===== config.mk =====
export PLATFORM = sky130hd
export DESIGN_NAME = param_stack
export DESIGN_NICKNAME = d
export VERILOG_FILES = /design/src/rtl/stack_pkg.sv /design/src/rtl/stack_mem.sv /design/src/rtl/param_stack.sv
export SDC_FILE = /design/constraint.sdc
export NUM_CORES = 1
export LEC_CHECK = 0
export ABC_AREA = 1
export BUFFER_PORTS_ARGS = -buffer_cell sky130_fd_sc_hd__buf_2
export CAP_MARGIN = 5
export CORE_MARGIN = 5
export CORE_UTILIZATION = 50
export CTS_CLUSTER_DIAMETER = 30
export DETAILED_ROUTE_END_ITERATION = 7
export PLACE_DENSITY = 0.66
export SYNTH_ARGS = -nofsm -noshare
export SYNTH_HDL_FRONTEND = slang
export SYNTH_SLANG_ARGS = --single-unit

===== constraint.sdc =====
create_clock -name clk -period 4.4 [get_ports clk]
set_input_delay 0.22 -clock clk [delete_from_list [all_inputs] [get_ports clk]]
set_output_delay 0.22 -clock clk [all_outputs]
set_load 0.02 [all_outputs]

===== src/rtl/stack_pkg.sv =====
// Shared types for the parametrised LIFO stack: operation encoding and the
// strobe-priority decoder used by param_stack.
package stack_pkg;

  typedef enum logic [2:0] {
    OP_NONE,
    OP_PUSH,
    OP_POP,
    OP_TOS,
    OP_REPLACE
  } op_t;

  // push&pop > push > pop > tos; tos is only honoured when alone.
  function automatic op_t decode_op(input logic push, input logic pop, input logic tos);
    if (push && pop) return OP_REPLACE;
    else if (push)   return OP_PUSH;
    else if (pop)    return OP_POP;
    else if (tos)    return OP_TOS;
    else             return OP_NONE;
  endfunction

endpackage


===== src/rtl/stack_mem.sv =====
// Stack storage: one synchronous write port, one asynchronous read port.
// The read port sees the pre-write contents, which replace-top relies on.
module stack_mem #(
  parameter int WIDTH = 8,
  parameter int DEPTH = 32,
  parameter int AW    = $clog2(DEPTH)
) (
  input  logic             clk,
  input  logic             we_i,
  input  logic [AW-1:0]    waddr_i,
  input  logic [WIDTH-1:0] wdata_i,
  input  logic [AW-1:0]    raddr_i,
  output logic [WIDTH-1:0] rdata_o
);

  logic [WIDTH-1:0] mem_q [DEPTH];

  // NOTE: storage has no reset; count gates every read, so stale contents are
  // never observable, and a reset here would prevent RAM inference.
  always_ff @(posedge clk) begin
    if (we_i) mem_q[waddr_i] <= wdata_i;
  end

  assign rdata_o = mem_q[raddr_i];

endmodule


===== src/rtl/param_stack.sv =====
// Parametrised LIFO operand/return-address stack with status flags, error
// reporting, synchronous clear and simultaneous push+pop replace-top.
module param_stack
  import stack_pkg::*;
#(
  parameter int WIDTH = 8,
  parameter int DEPTH = 32,
  parameter int CW    = $clog2(DEPTH+1)  // derived; leave at default
) (
  input  logic             clk,
  input  logic             rst,
  input  logic             clear,
  input  logic             push,
  input  logic             pop,
  input  logic             tos,
  input  logic [WIDTH-1:0] data_in,
  output logic [WIDTH-1:0] data_out,
  output logic             out_valid,
  output logic [CW-1:0]    count,
  output logic             empty,
  output logic             full,
  output logic             overflow,
  output logic             underflow,
  output logic             error
);

  localparam int AW = $clog2(DEPTH);

  logic [CW-1:0]    count_q, count_d;
  logic [WIDTH-1:0] data_out_q, data_out_d;
  logic             out_valid_q, out_valid_d;
  logic             overflow_q, overflow_d;
  logic             underflow_q, underflow_d;
  logic             error_q, error_d;

  logic             mem_we;
  logic [AW-1:0]    mem_waddr;
  logic [AW-1:0]    top_addr;
  logic [WIDTH-1:0] mem_rdata;
  logic             is_empty, is_full;
  op_t              op;

  assign is_empty = (count_q == '0);
  assign is_full  = (count_q == CW'(DEPTH));
  assign top_addr = AW'(count_q - CW'(1));
  assign op       = decode_op(push, pop, tos);

  stack_mem #(
    .WIDTH(WIDTH),
    .DEPTH(DEPTH),
    .AW   (AW)
  ) u_mem (
    .clk    (clk),
    .we_i   (mem_we),
    .waddr_i(mem_waddr),
    .wdata_i(data_in),
    .raddr_i(top_addr),
    .rdata_o(mem_rdata)
  );

  // NOTE: every output of this block gets a default first so no path can
  // leave one unassigned and infer a latch.
  always_comb begin
    count_d     = count_q;
    data_out_d  = data_out_q;
    out_valid_d = 1'b0;
    overflow_d  = 1'b0;
    underflow_d = 1'b0;
    error_d     = error_q | overflow_q | underflow_q;
    mem_we      = 1'b0;
    mem_waddr   = AW'(count_q);

    if (clear) begin
      count_d    = '0;
      data_out_d = '0;
      error_d    = 1'b0;
    end else begin
      unique case (op)
        OP_PUSH: begin
          if (is_full) begin
            overflow_d = 1'b1;
          end else begin
            mem_we  = 1'b1;
            count_d = count_q + CW'(1);
          end
        end
        OP_POP, OP_TOS: begin
          if (is_empty) begin
            underflow_d = 1'b1;
          end else begin
            data_out_d  = mem_rdata;
            out_valid_d = 1'b1;
            if (op == OP_POP) count_d = count_q - CW'(1);
          end
        end
        OP_REPLACE: begin
          out_valid_d = 1'b1;
          if (is_empty) begin
            data_out_d = data_in;   // bypass: nothing stored to replace
          end else begin
            data_out_d = mem_rdata;
            mem_we     = 1'b1;
            mem_waddr  = top_addr;
          end
        end
        default: ;
      endcase
    end
  end

  // NOTE: sequential state uses non-blocking assignments so all registers
  // update together from the values present before the edge.
  always_ff @(posedge clk or posedge rst) begin
    if (rst) begin
      count_q     <= '0;
      data_out_q  <= '0;
      out_valid_q <= 1'b0;
      overflow_q  <= 1'b0;
      underflow_q <= 1'b0;
      error_q     <= 1'b0;
    end else begin
      count_q     <= count_d;
      data_out_q  <= data_out_d;
      out_valid_q <= out_valid_d;
      overflow_q  <= overflow_d;
      underflow_q <= underflow_d;
      error_q     <= error_d;
    end
  end

  assign data_out  = data_out_q;
  assign out_valid = out_valid_q;
  assign count     = count_q;
  assign empty     = is_empty;
  assign full      = is_full;
  assign overflow  = overflow_q;
  assign underflow = underflow_q;
  assign error     = error_q;

endmodule


==> results of run 1 <==
-- power breakdown --
| part | switching (mW) | internal, mW | leakage (nW) | total, mW |
|---|---|---|---|---|
| registers | 0.0539 | 2.94 | 2.54 | 3.00 |
| logic | 1.56 | 0.580 | 1.75 | 2.14 |
| clock network | 1.37 | 2.64 | 0.867 | 4.01 |
-- worst max-delay path, delay by kind of cell (launching register included) --
family | cells | cell delay (ns)
AND/OR/NAND/NOR | 5 | 1.38
buffers and inverters | 2 | 0.52
AO/OA/AOI/OAI | 1 | 0.37
flip-flops | 1 | 0.49
-- repair_timing --
item	4_1_cts	5_1_grt
endpoints found under the hold margin	20	0
hold buffers	4	0
resized for setup	0	0
endpoints found under the setup margin	0	0
-- cell families after synthesis --
logic type      Yosys count  synth area share [%]
buf+inv                  79                  2.97
fa+ha+maj                 3                 0.325
compound gates           20                  1.43
xor+xnor                  3                 0.455
simple gates            636                  24.4
flops                   274                  70.5
-- Yosys cell counts, types with 2 or more instances --
library cell | instances | area (µm²)
buf_2 | 31 | 155
o22ai_1 | 3 | 18.8
nor2_1 | 53 | 199
nand2_2 | 3 | 18.8
inv_2 | 7 | 26.3
o22ai_2 | 2 | 25.0
o21ai_0 | 5 | 25.0
dfrtp_1 | 18 | 450
buf_4 | 2 | 15.0
clkbuf_1 | 15 | 56.3
nand2_1 | 305 | 1140
a21oi_1 | 2 | 10.0
ha_1 | 3 | 37.5
inv_1 | 18 | 67.6
nor2_2 | 2 | 12.5
nand3_1 | 257 | 1290
nor3_1 | 2 | 10.0
nand3_2 | 9 | 90.1
edfxtp_1 | 256 | 7690
o21ai_2 | 3 | 26.3
buf_1 | 5 | 18.8
-- metal layers --
metal	GRT usage, %	vias up	part of all wire, %
met5	0	-	0
met4	7.07	0	2.7
met3	4.44	57	9.4
met2	32.0	387	44
met1	32.1	3744	44
li1	-	3680	-
-- metrics by stage --
stage / cells / hold slack, ns / power (mW) / setup WS (ns) / cell area [µm²]
global route: 1385 / 0.229 / 9.53 / 1.07 / 13700
floorplan: 1015 / 0.159 / 4.49 / 1.62 / 11500
global placement: 1287 / 0.357 / 5.13 / 1.39 / 11900
finish: 1385 / 0.189 / 9.15 / 1.28 / 13700
detailed placement: 1287 / 0.363 / 5.15 / 1.35 / 11900
CTS: 1385 / 0.175 / 9.17 / 1.33 / 13700
-- sequential cells by signal (all words and copies together) (netlist names) --
name / cells
error: 1
u_mem.mem_q: 256
data_out: 8
count: 6
out_valid: 1
underflow: 1
overflow: 1
-- worst max-delay path by stage --
stage | startpoint | end | cells past startpoint
6_report | count[0]$_DFFE_PP0P_ | u_mem.mem_q[30][1]$_DFFE_PP_ | 8
5_1_grt | count[0]$_DFFE_PP0P_ | u_mem.mem_q[30][7]$_DFFE_PP_ | 8
4_1_cts | count[0]$_DFFE_PP0P_ | u_mem.mem_q[30][1]$_DFFE_PP_ | 8
3_5_place_dp | count[0]$_DFFE_PP0P_ | u_mem.mem_q[30][7]$_DFFE_PP_ | 8
3_3_place_gp | count[0]$_DFFE_PP0P_ | u_mem.mem_q[30][1]$_DFFE_PP_ | 8
2_1_floorplan | count[0]$_DFFE_PP0P_ | u_mem.mem_q[4][0]$_DFFE_PP_ | 11
-- cell type report --
cell class,instances,area [µm²],share of cell area [%]
sequential,274,8140,59.3
multi-input combinational,662,3070,22.4
clock buffer,54,1330,9.69
clock inverter,40,470,3.43
tap,285,357,2.60
timing repair buffer,44,258,1.88
inverter,26,100,0.729
-- cells in the final DEF (no fill, tap or decap), types with 7 or more instances in the layout --
cell type / Yosys / final
buf_2: 31 / 33
buf_4: 2 / 7
bufinv_16: 0 / 7
clkbuf_16: 0 / 53
clkinvlp_4: 0 / 7
dfrtp_1: 18 / 17
edfxtp_1: 256 / 256
inv_1: 18 / 17
inv_2: 7 / 7
inv_6: 0 / 10
nand2_1: 305 / 305
nand3_1: 257 / 257
nand3_2: 9 / 9
nor2_1: 53 / 53
==> qor.yml, run 1 <==
whs_path_depth: 4
finalSetupTns_ns: 0
core.rowCount: 55
cts_tree: "done"
status: "finished, final reports clean"
fin_crit_sh_pct: 71.0
synth_edf_count: 256
maxCapViolCount: 0
clock.fmax_mhz: 320
syn_nets: 1032
drtAntennaViolNets: 0
routed_wl_um: 28100
vias: 7868
coreArea_um2: 22700
gp_congestion: 0.805
hold_class: "input port to flop"
grt_pass1_vias: 7486
grt_max_degree: 82
rr_startpoint: "count[0]$_DFFE_PP0P_"
clock_sinks: 274
routed_via_density: 5.68
dr.pass1.iters: 5
crit_path_top_delay_cell: "nor2_1"
crit_path_max_fanout: 49
seq_area_frac_synth_pct: 70.5
clockBufferDepth: 3
syn-instance-count: 1015
r2r.worst_path.cells: 8
min_from: "tos"
relSlewSlack_pct: 42.0
vdd_drop_max_mv: 0.330
worst_pin_slew_ns: 0.870
synthArstFlopShare_pct: 6.57
grt_first_pass_wirelength_um: 43600
powerDensity_nw_per_um2: 666
area_delta_synth_final_pct: 18.9
worstSetupPathType: "flop to flop"
die_h_um: 162
clock_latency_ns: 0.55
slowest_delay_ns: 0.61
start_util_pct: 50.9
cp_cell_sequence: "inv_4 -> buf_4 -> nand3_1 -> nand2_1 -> nand2_2 -> o22ai_4 -> nand3_1 -> nor2_1"
grt_antenna_before_repair: 0
die_area_um2: 26200
slew_violations: 0
cp.required_ns: 4.58
grt_usage_pct: 21.6
synthDistinctLibCells: 35
ctsRootBufferMaster: "clkbuf_16"
drcViolationCount: 0
rsz0062_at_grt: "false"
synth_ff_type: "edfxtp_1"
cts.htree.levels: 2
critPathLaunchType: "flop"
crit_path_end_kind: "flop"
cp.arrival_ns: 3.30
leakage_nw: 5.15
cts-buffers-inserted: 50
nNetsFinal: 1075
finalCriticalPeriod_ns: 3.12
ys_seq_elements: 274
clkTransAtPathRegs_ns: 0.05
crit_path_frequent_cell: "nand3_1"
diodes: 0
r2r_slack_ns: 1.28
drt_iter0_markers: 767
layout-drive-gt1-share_pct: 15.4
grt_overflow: 0
fin_util_pct: 60.5
timing.rr.end: "u_mem.mem_q[30][1]$_DFFE_PP_"
worstHoldEndpoint: "count[1]$_DFFE_PP0P_"
syn_avg_cell_area_um2: 11.4
hold_violations: 0
skew_ns: 0.0200
wire_per_inst_um: 20.3
die_w_um: 162
io_buffers: 33
fillCellCount: 1808
synthesis.area_um2: 11500
io_pins: 34
cts_setup_buffers: 0
setup_violations: 0
dp_hpwl_um: 16200
ys_warn_count: 0
No activity file was read; power rests on OpenSTA's default activity.
==> run 2, diff against run 1 <==
Clock period 4.4 ns to 3.1 ns, I/O delays scaled along.
==> qor.yml, run 2 (same netlist as run 1, synthesis figures left out) <==
start_util_pct: 50.9
cts-resized-gates: 0
vias: 7988
area_delta_synth_final_pct: 20.1
die_h_um: 162
vdd_drop_max_mv: 0.444
slew_violations: 0
wire_per_inst_um: 20.6
final-seq-area_um2: 8140
place_area_um2: 12100
leakage_nw: 5.28
clock.fmax_mhz: 375
total_power_mw: 12.7
drt_iter0_markers: 825
clock_sinks: 274
grt_usage_pct: 22.3
ctsRootBufferMaster: "clkbuf_16"
grt_pass1_vias: 7822
power.switching_mw: 4.07
timing.rr.end: "u_mem.mem_q[16][5]$_DFFE_PP_"
swShare_pct: 32.0
rsz0062_at_grt: "false"
die_w_um: 162
cp.arrival_ns: 2.84
routed_via_density: 5.65
grt_antenna_before_repair: 0
p_clk_share_pct: 42.8
cp.required_ns: 3.27
coreArea_um2: 22700
seq_power_share_pct: 33.5
grt_first_pass_wirelength_um: 44900
die_area_um2: 26200
clock_latency_ns: 0.54
cts_tree: "done"
maxCapViolCount: 0
grt_overflow: 0
diodes: 0
layout_commonest_cell: "nand2_1"
r2r.worst_path.cells: 7
core.rowCount: 55
whs_path_depth: 4
setup_violations: 0
largest_register: "u_mem.mem_q"
cts_setup_buffers: 0
routed_wl_um: 29100
grt_max_degree: 89
r2r_slack_ns: 0.43
final_cell_mix: "305 x nand2_1, 257 x nand3_1, 256 x edfxtp_1"
skew_ns: 0.0156
io_pins: 34
clockBufferDepth: 3
gp_congestion: 0.836
dr.pass1.iters: 5
powerDensity_nw_per_um2: 917
largest_reg_flops: 256
status: "finished, final reports clean"
drtAntennaViolNets: 0
finalCriticalPeriod_ns: 2.67
cts.htree.levels: 2
final_area_um2: 13900
finalSetupTns_ns: 0
nNetsFinal: 1106
multiInputGateArea_um2: 3070
crit_path_end_kind: "flop"
worst_pin_slew_ns: 0.933
critPathLaunchType: "flop"
crit_path_max_fanout: 10
rr_startpoint: "count[1]$_DFFE_PP0P_"
dp_hpwl_um: 16900
fin_crit_sh_pct: 86.1
worstHoldEndpoint: "count[1]$_DFFE_PP0P_"
fillCellCount: 1817
relSlewSlack_pct: 37.8
layout-drive-gt1-share_pct: 16.7
worstSetupPathType: "flop to flop"
hold_violations: 0
io_buffers: 33
min_from: "tos"
clkTransAtPathRegs_ns: 0.05
comb_power_share_pct: 23.7
hold_buffers: 4
drcViolationCount: 0
cts-buffers-inserted: 50
hold_class: "input port to flop"
p_int_mw: 8.65
==> run 2: changes by cell type in the layout (fill, tap and decap cells not counted), moves of 3 or more <==
| cell | delta |
|---|---|
| buf_4 | +31 |
| clkinv_1 | +7 |
| inv_6 | -4 |
| clkbuf_1 | +3 |
| clkbuf_16 | -3 |
| clkinvlp_4 | -3 |
| inv_8 | -3 |
==> run 2: final cells by class <==
| cell class | count | share of cell area (%) |
|---|---|---|
| sequential | 274 | 58.7 |
| multi-input combinational | 662 | 22.1 |
| tap | 285 | 2.57 |
| clock buffer | 54 | 9.13 |
| inverter | 26 | 0.721 |
| timing repair buffer | 75 | 3.54 |
| clock inverter | 39 | 3.23 |
==> run 2: power groups by stage <==
stage | sequential (mW) | clock, mW | combinational, mW
floorplan | 4.39 | 0 | 1.98
global placement | 4.32 | 0 | 2.96
detailed placement | 4.33 | 0 | 2.98
CTS | 4.26 | 5.50 | 3.00
global route | 4.27 | 5.69 | 3.32
finish | 4.26 | 5.45 | 3.02
==> run 2: how the worst max path moves through the flow <==
stage | from | endpoint | slack, ns | depth (start not counted)
floorplan | count[0]$_DFFE_PP0P_ | u_mem.mem_q[4][0]$_DFFE_PP_ | 0.32 | 11
global placement | count[1]$_DFFE_PP0P_ | u_mem.mem_q[16][2]$_DFFE_PP_ | 0.55 | 9
detailed placement | count[0]$_DFFE_PP0P_ | u_mem.mem_q[16][2]$_DFFE_PP_ | 0.44 | 9
CTS | count[0]$_DFFE_PP0P_ | u_mem.mem_q[12][6]$_DFFE_PP_ | 0.45 | 8
global route | count[0]$_DFFE_PP0P_ | u_mem.mem_q[12][6]$_DFFE_PP_ | 0.25 | 8
finish | count[1]$_DFFE_PP0P_ | u_mem.mem_q[16][5]$_DFFE_PP_ | 0.43 | 7
==> run 2: routing by layer <==
metal	GRT usage, %	wire, µm	vias to the layer above	share of wire (%)
met4	7.11	701	0	2.4
met2	35.1	13700	314	47
met3	3.86	2140	53	7.4
li1	-	-	3740	-
met1	32.2	12600	3881	43
met5	0	0	-	0
==> run 2: through the flow <==
stage	worst slack [ns]	instances	hold WS, ns	util (%)
after floorplan	0.319	1015	0.0936	-
after global placement	0.546	1318	0.296	53.4
after detailed placement	0.444	1318	0.306	53.4
after CTS	0.446	1415	0.0860	61.1
after global routing	0.250	1415	0.162	61.1
final	0.431	1415	0.107	61.1
==> run 2: worst max-delay path, cell delays in order (launching register included) <==
cell	delay, ns
dfrtp_1	0.41
inv_1	0.16
ha_1	0.21
nand2_1	0.14
xor2_4	0.22
o22ai_2	0.33
nand3_1	0.21
nor2_1	0.61
